==> config.mk <==
export PLATFORM = sky130hd
export DESIGN_NAME = keypad_scanner
export DESIGN_NICKNAME = d
export VERILOG_FILES = /design/src/rtl/keypad_scanner.sv
export SDC_FILE = /design/constraint.sdc
export NUM_CORES = 1
export LEC_CHECK = 0
export ABC_AREA = 1
export CORE_UTILIZATION = 28
export CTS_BUF_LIST = sky130_fd_sc_hd__clkbuf_4
export CTS_CLUSTER_DIAMETER = 100
export DETAILED_ROUTE_END_ITERATION = 6
export SLEW_MARGIN = 20
export SYNTH_ARGS = -nofsm -noshare
export SYNTH_HDL_FRONTEND = slang
export SYNTH_SLANG_ARGS = --single-unit
==> constraint.sdc <==
create_clock -name clk -period 4.95 [get_ports clk]
set_clock_uncertainty 0.1 [all_clocks]
set_input_delay 0.7425 -clock clk [delete_from_list [all_inputs] [get_ports clk]]
set_output_delay 0.7425 -clock clk [all_outputs]
set_load 0.005 [all_outputs]
==> src/rtl/keypad_scanner.sv <==
// keypad_scanner: scans a 4x4 active-low matrix keypad one column at a time,
// debounces press and release, and reports each accepted press as a hex code
// with a one-cycle key_valid pulse.
module keypad_scanner #(
  parameter int unsigned SCAN_DIV        = 100000,
  parameter int unsigned DEBOUNCE_CYCLES = 200000
) (
  input  logic       clk,
  input  logic       reset,
  input  logic [3:0] row_n,
  output logic [3:0] col_n,
  output logic [3:0] key,
  output logic       key_valid,
  output logic       key_held
);

  localparam int unsigned CNT_MAX = (SCAN_DIV > DEBOUNCE_CYCLES) ? SCAN_DIV : DEBOUNCE_CYCLES;
  localparam int unsigned CW      = $clog2(CNT_MAX + 1);

  localparam logic [CW-1:0] SCAN_LAST = CW'(SCAN_DIV - 1);
  localparam logic [CW-1:0] DEB_LAST  = CW'(DEBOUNCE_CYCLES - 1);
  localparam logic [CW-1:0] CNT_ONE   = CW'(1);

  typedef enum logic [1:0] {
    SCAN,
    DEB_PRESS,
    HELD,
    DEB_RELEASE
  } state_e;

  state_e        state_q,     state_d;
  logic [1:0]    col_idx_q,   col_idx_d;
  logic [1:0]    row_idx_q,   row_idx_d;
  logic [CW-1:0] cnt_q,       cnt_d;
  logic [3:0]    col_n_q,     col_n_d;
  logic [3:0]    key_q,       key_d;
  logic          key_valid_q, key_valid_d;
  logic          key_held_q,  key_held_d;
  logic [3:0]    sync1_q;
  logic [3:0]    rs_q;

  // Active-low one-hot decode of a 2-bit index (column drive / row pattern).
  function automatic logic [3:0] low_onehot(input logic [1:0] idx);
    logic [3:0] one;
    one = 4'b0001;
    return ~(one << idx);
  endfunction

  // True when exactly one of the four active-low rows is asserted.
  function automatic logic single_low(input logic [3:0] v);
    logic r;
    case (v)
      4'b1110, 4'b1101, 4'b1011, 4'b0111: r = 1'b1;
      default:                            r = 1'b0;
    endcase
    return r;
  endfunction

  // Index of the low row; only meaningful when single_low() holds.
  function automatic logic [1:0] low_index(input logic [3:0] v);
    logic [1:0] r;
    case (v)
      4'b1110: r = 2'd0;
      4'b1101: r = 2'd1;
      4'b1011: r = 2'd2;
      default: r = 2'd3;
    endcase
    return r;
  endfunction

  // Physical keypad legend: rows 1 2 3 A / 4 5 6 B / 7 8 9 C / E 0 F D.
  function automatic logic [3:0] key_map(input logic [1:0] row, input logic [1:0] col);
    logic [3:0] r;
    case ({row, col})
      4'b00_00: r = 4'h1;
      4'b00_01: r = 4'h2;
      4'b00_10: r = 4'h3;
      4'b00_11: r = 4'hA;
      4'b01_00: r = 4'h4;
      4'b01_01: r = 4'h5;
      4'b01_10: r = 4'h6;
      4'b01_11: r = 4'hB;
      4'b10_00: r = 4'h7;
      4'b10_01: r = 4'h8;
      4'b10_10: r = 4'h9;
      4'b10_11: r = 4'hC;
      4'b11_00: r = 4'hE;
      4'b11_01: r = 4'h0;
      4'b11_10: r = 4'hF;
      default:  r = 4'hD;
    endcase
    return r;
  endfunction

  // Next-state logic for the scan / debounce / hold sequence.
  always_comb begin
    state_d     = state_q;
    col_idx_d   = col_idx_q;
    row_idx_d   = row_idx_q;
    cnt_d       = cnt_q;
    key_d       = key_q;
    key_valid_d = 1'b0;
    key_held_d  = key_held_q;

    unique case (state_q)
      SCAN: begin
        if (cnt_q == SCAN_LAST) begin
          cnt_d = '0;
          if (single_low(rs_q)) begin
            row_idx_d = low_index(rs_q);
            state_d   = DEB_PRESS;
          end else begin
            col_idx_d = col_idx_q + 2'd1;
          end
        end else begin
          cnt_d = cnt_q + CNT_ONE;
        end
      end

      DEB_PRESS: begin
        if (rs_q == low_onehot(row_idx_q)) begin
          if (cnt_q == DEB_LAST) begin
            cnt_d       = '0;
            key_d       = key_map(row_idx_q, col_idx_q);
            key_valid_d = 1'b1;
            key_held_d  = 1'b1;
            state_d     = HELD;
          end else begin
            cnt_d = cnt_q + CNT_ONE;
          end
        end else begin
          cnt_d     = '0;
          col_idx_d = col_idx_q + 2'd1;
          state_d   = SCAN;
        end
      end

      HELD: begin
        // The first high cycle already counts toward the release debounce.
        if (rs_q[row_idx_q]) begin
          cnt_d   = CNT_ONE;
          state_d = DEB_RELEASE;
        end
      end

      DEB_RELEASE: begin
        if (rs_q[row_idx_q]) begin
          if (cnt_q == DEB_LAST) begin
            cnt_d      = '0;
            key_held_d = 1'b0;
            col_idx_d  = col_idx_q + 2'd1;
            state_d    = SCAN;
          end else begin
            cnt_d = cnt_q + CNT_ONE;
          end
        end else begin
          cnt_d = '0;
        end
      end

      default: begin
        cnt_d   = '0;
        state_d = SCAN;
      end
    endcase

    col_n_d = low_onehot(col_idx_d);
  end

  // State, outputs and the two-flop row synchronizer, with synchronous active-low reset.
  always_ff @(posedge clk) begin
    if (!reset) begin
      state_q     <= SCAN;
      col_idx_q   <= '0;
      row_idx_q   <= '0;
      cnt_q       <= '0;
      col_n_q     <= 4'b1110;
      key_q       <= '0;
      key_valid_q <= 1'b0;
      key_held_q  <= 1'b0;
      sync1_q     <= '1;
      rs_q        <= '1;
    end else begin
      state_q     <= state_d;
      col_idx_q   <= col_idx_d;
      row_idx_q   <= row_idx_d;
      cnt_q       <= cnt_d;
      col_n_q     <= col_n_d;
      key_q       <= key_d;
      key_valid_q <= key_valid_d;
      key_held_q  <= key_held_d;
      sync1_q     <= row_n;
      rs_q        <= sync1_q;
    end
  end

  assign col_n     = col_n_q;
  assign key       = key_q;
  assign key_valid = key_valid_q;
  assign key_held  = key_held_q;

endmodule
### After elaboration in Yosys (flattened, before gate mapping)

Memories as Yosys holds them, arrays and structs flattened. A register that Yosys moved wholly into a read port is not among the register bits.
Cells that the tools add are included.
Widths: inputs -> output; s select.

| storage, ports and cells | value |
|---|---|
| bits in registers | 38 |
| bits in read-only memories | 64 |
| input bits | 6 |
| output and inout bits | 10 |
| logic and storage cells | 76 |
| memories kept | 1 |

| operators by class | value |
|---|---|
| add/subtract/negate cells | 2 |
| order comparisons | 1 |
| equal/unequal tests | 18 |
| shift-type cells | 2 |
| multiplexer cells | 32 |
| bitwise gates (word level) | 2 |
| reductions and logical operators | 9 |

Memory list:

| memory | depth | width | read ports | clocked after memory_dff | write ports | line | RTL |
|---|---|---|---|---|---|---|---|
| (name not given) | 16 | 4 | 1 | 1 | 0 | 74 | `case ({row, col})` |

Operator list:

| kind | count |
|---|---|
| $mux 18 | 5 |
| $pmux 18 s4 | 1 |
| $mux 2 | 12 |
| $add 18x1->18 const B | 1 |
| $eq 18x17->1 const B | 1 |
| $eq 18x18->1 const B | 1 |
| $eq 4x4->1 const B | 3 |
| $ne 2x2->1 const B | 6 |
| $pmux 2 s3 | 2 |
| $mux 1 | 9 |
| $reduce_and 3->1 | 3 |
| $not 4->4 | 2 |
| $pmux 2 s4 | 1 |
| $shl 1x2->4 const A | 2 |
| $reduce_and 6->1 | 1 |
| $reduce_and 5->1 | 1 |
| $eq 2x2->1 const B | 2 |
| $eq 4x3->1 const B | 1 |
| $eq 4x4->1 | 1 |
| $reduce_or 4->1 | 1 |
| $lt 2x3->1 const B | 1 |
| $ne 3x3->1 const B | 1 |
| $add 2x1->2 const B | 1 |
| $bmux 1 s2 | 1 |
| other kinds (6) | 6 |

### Longest topological paths before layout

Gate-level depths: netlist of the first run.

| depth | value |
|---|---|
| word-level depth | 10 |
| depth in mapped cells | 14 |
| mapped depth without buffers | 13 |

### Worst setup path after synthesis of the first run

Ideal clock, no wire load.

| timing | value |
|---|---|
| path type | register to register |
| start point | register cnt_q[0] |
| end point | register cnt_q[12] |
| library setup time | 0.115 ns |
| arrival time | 1.410 ns |
| data required time | 4.735 ns |
| path slack | 3.325 ns |
| stages on the path, launching flop included | 11 |
| path buffers | 0 |
| clock period less this slack | 1.625 ns |
| cell sequence | dfxtp_1 > ha_1 > nand3_1 > nor2_4 > nand3_2 > nand3_1 > nand3_2 > nand2_2 > nand2_4 > nand2_4 > nor2_2 |

| on the way | value |
|---|---|
| cells in the longest elaborated chain, start to end | 4 |
| elaborated cells on any way between the ends | 8 |
| those cells by class | 1 x add/sub; 2 x eq/ne; 5 x mux |

RTL lines:

| what | line | RTL |
|---|---|---|
| from (decl) | 34 | `logic [CW-1:0] cnt_q, cnt_d;` |
| from (signal assigned) | 187 | `cnt_q <= cnt_d;` |
| $add 18x1->18 / $eq 18x18->1 (equally long branches) | - |  |
| $mux 18 | 122, 148 |  |
| $mux 18, on equally long branches | 147, 121 |  |
| $pmux 18 s4 (*) | 105 | `unique case (state_q)` |

Mark *: on every way between the ends. The rest lies on a longest branch, timed or not.
A chain may end at the register's enable or synchronous reset.

### Final worst setup path of the first run

| timing | value |
|---|---|
| start point | input port reset |
| end point | register sync1_q[1] |

RTL lines:

| what | line | RTL |
|---|---|---|
| from (decl) | 9 | `input logic reset,` |
| to (signal assigned) | 192 | `sync1_q <= row_n;` |
| to (decl) | 39 | `logic [3:0] sync1_q;` |

No word-level cell between the ends.

==> results.json, run 1 <==
{
  "status": "complete, no violations",
  "synth-simple-area-share": 0.4701,
  "grt_max_degree": 21,
  "drc_errors": 0,
  "port_buffers": 15,
  "cts_tree": "yes",
  "fin_tns_setup_ns": 0,
  "fin_crit_ns": 2.399,
  "clk_latency_ns": 0.36,
  "syn_avg_cell_area_sq_um": 6.668,
  "drt_iter0_markers": 121,
  "synth_ff_type": "dfxtp_1",
  "slowest_stage": "clkdlybuf4s50_1",
  "finalHoldViolCount": 0,
  "cp_max_fo": 20,
  "drt-pass1-iter-count": 5,
  "initial_core_util": 0.2905,
  "ys_seq_area_frac": 0.3319,
  "vias": 2399,
  "ios": 16,
  "path_delay_family": "buffers and inverters",
  "die_w_microns": 97.13,
  "cts.clk_slew.worst_paths_ns": 0.12,
  "synth_cells": 380,
  "die_h_microns": 97.13,
  "dp_hpwl_mm": 4.437,
  "crit_type": "in -> reg",
  "critical_path_depth": 3,
  "cp_data_required_time_ns": 5.09,
  "tightestPinTransition_ns": 0.7978,
  "cts_buffers": 5,
  "worstPathCellList": "clkdlybuf4s50_1 -> inv_1 -> or2_2",
  "max_cap_violations": 0,
  "area_delta_synth_final_pct": 11.85,
  "slew_headroom": 0.4664,
  "peakVddDrop_mv": 0.07160,
  "finalSetupViolations": 0,
  "diodes": 0,
  "core_region_area_sq_um": 8721,
  "period_share": 0.4847,
  "async_reset_ff_frac": 0,
  "grt_pass1_vias": 2223,
  "yosys_warnings": 0,
  "ys_types": 33,
  "path_buf_inv": 2,
  "overflow": 0,
  "post_drt_wl_per_cell_microns": 11.22,
  "syn-num-nets": 392,
  "arrival_ns": 2.54,
  "gp_congestion": 0.9079,
  "power_density_nw_per_um2": 196.9,
  "antenna_found_initial": 0,
  "slew_viol_final": 0,
  "synth_mux_area_frac": 0.003951,
  "ff2ff_path_depth": 12,
  "drt-total-wl_mm": 5.666,
  "netlist_area_sq_um": 2534,
  "dieArea_sq_um": 9433,
  "synthAdderAreaFrac": 0.02963,
  "synth_top_family_by_area": "simple AND/OR/NAND/NOR gates",
  "ant_nets": 0,
  "critPathLaunchType": "input port",
  "num_rows": 34,
  "drive_gt1_frac": 0.1335,
  "rsz0062_at_grt": "false",
  "critPathMaxStageDelay_ns": 0.99,
  "via_per_inst": 4.750,
  "power.leakage_nw": 1.203,
  "whs_path_depth": 1,
  "synth_seq_cells": 42,
  "postCtsHoldBufs": 0,
  "groute.usage.overall": 0.1315,
  "root_buffer": "clkbuf_4",
  "max_freq_ghz": 0.4168,
  "htreeDepth": 2,
  "cts.sinks": 42,
  "grt_pass1_wl_mm": 10.23,
  "synth_edf_count": 0,
  "postCtsResizedCells": 0,
  "hold_ws_ns": 0.3234,
  "hp-class": "reg -> reg",
  "synth_compound_area_frac": 0.05778,
  "clk_path_buf_depth": 2,
  "endpoint_kind": "flop",
  "synth_xor_xnor_area_share": 0.01728,
  "postCtsSetupBuffers": 0,
  "nNetsFinal": 408
}
## flip-flops by register name (all words and copies together), names as in the netlist, named ones only
signal     count
cnt_q         18
col_n          4
key            4
sync1_q        4
row_idx_q      2
col_idx_q      2
key_held       1
state_q        1
key_valid      1
rs_q           4
## cells by family (layout without fill, tap and decap cells)
logic type | after synthesis | count (layout)
AO/OA/AOI/OAI | 27 | 27
AND/OR/NAND/NOR | 245 | 245
multiplexers | 1 | 1
buffers and inverters | 54 | 71
adder cells (fa/ha/maj) | 6 | 6
XOR/XNOR | 5 | 5
flip-flops | 42 | 42
## cells in the final DEF, fill, tap and decap left out, types with 2 or more instances in the layout
| cell type | netlist | layout |
|---|---|---|
| nand2_2 | 6 | 6 |
| ha_1 | 6 | 6 |
| nand3_2 | 5 | 5 |
| nand3b_1 | 2 | 2 |
| dfxtp_1 | 42 | 42 |
| or2_2 | 8 | 8 |
| o22ai_1 | 2 | 2 |
| nor3_1 | 9 | 9 |
| xor2_1 | 5 | 5 |
| nand4_1 | 17 | 17 |
| nor2_1 | 56 | 56 |
| inv_1 | 44 | 44 |
| nand2_4 | 4 | 4 |
| o21ai_0 | 17 | 17 |
| nand2_1 | 90 | 90 |
| nand3_1 | 29 | 29 |
| clkdlybuf4s50_1 | 0 | 15 |
| clkbuf_4 | 0 | 6 |
| a21oi_1 | 2 | 2 |
| o21ai_1 | 3 | 3 |
| inv_2 | 3 | 3 |
| nor2_2 | 15 | 15 |
## cell type report
class | instances | area (sq um)
Sequential cell | 42 | 840.8
Inverter | 48 | 182.7
Clock buffer | 6 | 45.04
Tap cell | 108 | 135.1
Fill cell | 930 | 5887
Multi-Input combinational cell | 284 | 1466
Timing Repair Buffer | 15 | 150.1
Clock inverter | 2 | 13.76
## per-stage QoR
step | instance area, sq um | power, W | instances | util | setup WS, ns
final | 2834 | 0.0005581 | 505 | 0.3250 | 2.551
after detailed placement | 2775 | 0.0003877 | 497 | 0.3182 | 2.135
after CTS | 2834 | 0.0005676 | 505 | 0.3250 | 2.494
after global routing | 2834 | 0.0005832 | 505 | 0.3250 | 2.306
after global placement | 2775 | 0.0003870 | 497 | 0.3182 | 2.181
after floorplan | 2534 | 0.0003779 | 380 | - | 3.325
## power breakdown
part / switching [W] / leakage (nW) / internal, W
Clock: 0.000117 / 0.0356 / 0.0000614
Sequential: 0.00000396 / 0.341 / 0.000343
Combinational: 0.0000197 / 0.827 / 0.0000133
## final timing paths
kind                                    from         end  slack (ns)
worst max-delay path                   reset  sync1_q[1]        2.55
worst max register to register  row_idx_q[0]   cnt_q[14]        2.72
worst min register to register    sync1_q[1]     rs_q[1]        0.32
worst min-delay path              sync1_q[1]     rs_q[1]        0.32
## layer usage
layer / global-route usage / part of all wire / vias to the layer above
met2: 0.2237 / 0.46 / 52
met1: 0.1637 / 0.48 / 1086
li1: - / - / 1246
met3: 0.02662 / 0.029 / 15
met4: 0.04822 / 0.025 / 0
met5: 0 / 0 / -
## cell usage after synthesis (2+ instances only)
cell type	n	area, sq um
inv_2	3	11.26
nor2_1	56	210.2
a21oi_1	2	10.01
nor2_2	15	93.84
inv_1	44	165.2
dfxtp_1	42	840.8
nand2_2	6	37.54
or2_2	8	50.05
nand4_1	17	106.4
o21ai_0	17	85.08
nand2_4	4	45.04
nand3b_1	2	15.01
nand2_1	90	337.8
nor3_1	9	45.04
ha_1	6	75.07
xor2_1	5	43.79
buf_2	2	10.01
o22ai_1	2	12.51
buf_6	2	22.52
nand3_2	5	50.05
nand3_1	29	145.1
o21ai_1	3	15.01
## worst reg2reg max path, delay by kind of cell, from the launching register on
family / cells / cell delay [ns]
DFF: 1 / 0.65
buffers and inverters: 1 / 0.13
and+or+nand+nor: 11 / 1.32
Power figures use the tool's default switching activity.
==> inputs of run 2 (changes only) <==
- clock period: 4.95 -> 2.44 ns (I/O delays scaled with it)
==> run 2 against run 1 <==
  * Worst setup slack lost 2.1 ns
  * Flip-flop and latch count is the same
  * Via count shrank 1.5%
==> results.json, run 2 (same netlist as run 1, synthesis figures left out) <==
{
  "layout_commonest_cell": "nand2_1",
  "clk_latency_ns": 0.36,
  "drc_errors": 0,
  "finalHoldViolCount": 0,
  "num_rows": 34,
  "grt_max_degree": 20,
  "tightestPinTransition_ns": 0.4733,
  "arrival_ns": 2.17,
  "critPathLaunchType": "flop",
  "diodes": 0,
  "peakVddDrop_mv": 0.1960,
  "dpl.cell_count": 502,
  "cts.sinks": 42,
  "period_share": 0.8238,
  "power.leakage_nw": 1.230,
  "antenna_found_initial": 0,
  "die_w_microns": 97.13,
  "hp-class": "reg -> reg",
  "fin_crit_ns": 2.010,
  "slew_headroom": 0.6841,
  "cts.clk_slew.worst_paths_ns": 0.12,
  "p_total_w": 0.001204,
  "postCtsHoldBufs": 0,
  "postCtsResizedCells": 0,
  "groute.usage.overall": 0.1348,
  "ios": 16,
  "gp_congestion": 0.8730,
  "initial_core_util": 0.2905,
  "cp_max_fo": 14,
  "power_density_nw_per_um2": 417.5,
  "drt-pass1-iter-count": 4,
  "cts_tree": "yes",
  "finalNonFillerCells": 509,
  "max_flop_register": "cnt_q",
  "drt-total-wl_mm": 5.956,
  "max_freq_ghz": 0.4975,
  "drt_iter0_markers": 152,
  "crit_type": "reg -> reg",
  "cts_buffers": 5,
  "slew_viol_final": 0,
  "htreeDepth": 2,
  "post_drt_wl_per_cell_microns": 11.70,
  "fin_tns_setup_ns": 0,
  "status": "complete, no violations",
  "layout_common_cells": "90 x nand2_1, 56 x nor2_1, 44 x inv_1",
  "finalSetupViolations": 0,
  "endpoint_kind": "flop",
  "rsz0062_at_grt": "false",
  "largest_reg_flops": 18,
  "nNetsFinal": 413,
  "overflow": 0,
  "dieArea_sq_um": 9433,
  "port_buffers": 15,
  "root_buffer": "clkbuf_4",
  "via_per_inst": 4.640,
  "area_delta_synth_final_pct": 13.83,
  "die_h_microns": 97.13,
  "drive_gt1_frac": 0.1397,
  "cp_data_required_time_ns": 2.59,
  "grt_pass1_wl_mm": 10.30,
  "vias": 2362,
  "clk_path_buf_depth": 2,
  "r2r_slack_ns": 0.43,
  "dp_hpwl_mm": 4.645,
  "postCtsSetupBuffers": 0,
  "ant_nets": 0,
  "core_region_area_sq_um": 8721,
  "max_cap_violations": 0,
  "grt_pass1_vias": 2206
}
[run 2: final timing paths]
| kind | start | to | cells past startpoint |
|---|---|---|---|
| hold / removal | sync1_q[3] | rs_q[3] | 1 |
| setup / recovery | row_idx_q[0] | key[3] | 11 |
| hold reg to reg | sync1_q[3] | rs_q[3] | 1 |
| setup reg to reg | row_idx_q[0] | key[3] | 11 |
[run 2: where the power goes]
| part | switching [W] | leakage [nW] | total (W) | internal [W] |
|---|---|---|---|---|
| registers | 0.00000757 | 0.341 | 0.000704 | 0.000696 |
| logic | 0.0000395 | 0.851 | 0.0000675 | 0.0000280 |
| clock network | 0.000225 | 0.0387 | 0.000433 | 0.000207 |
[run 2: final cells by class]
cell class                      instances  area [sq um]
Sequential cell                        42         840.8
Tap cell                              108         135.1
Timing Repair Buffer                   20         187.7
Inverter                               48         182.7
Fill cell                             932          5837
Multi-Input combinational cell        284          1466
Clock inverter                          2         33.78
Clock buffer                            5         37.54
[run 2: stage by stage]
step           hold WS (ns)  area, sq um  utilization  worst slack, ns
4_1_cts              0.3120         2884       0.3307           0.4057
6_report             0.3080         2884       0.3307           0.4299
5_1_grt              0.3336         2884       0.3307           0.1778
3_5_place_dp         0.3013         2813       0.3225           0.4425
3_3_place_gp         0.2949         2813       0.3225           0.4780
2_1_floorplan        0.2925         2534            -           0.8150
[run 2: worst max-delay path: stages, from the launching register on]
cell     delay (ns)
dfxtp_1        0.63
inv_2          0.12
nand2_2        0.11
nand2_1        0.06
nand2_1        0.09
nand2_4        0.07
nor2_8         0.16
nand2_1        0.11
nor2_2         0.17
o21ai_1        0.11
nor2_1         0.13
nor2_1         0.05
[run 2: routing by layer]
layer  GRT usage  vias up  wire length [microns]
met4     0.04018        0                     62
met2      0.2275       39                   2864
met3     0.03022        5                    236
met1      0.1709     1058                   2792
met5           0        -                      0
li1            -     1260                      -
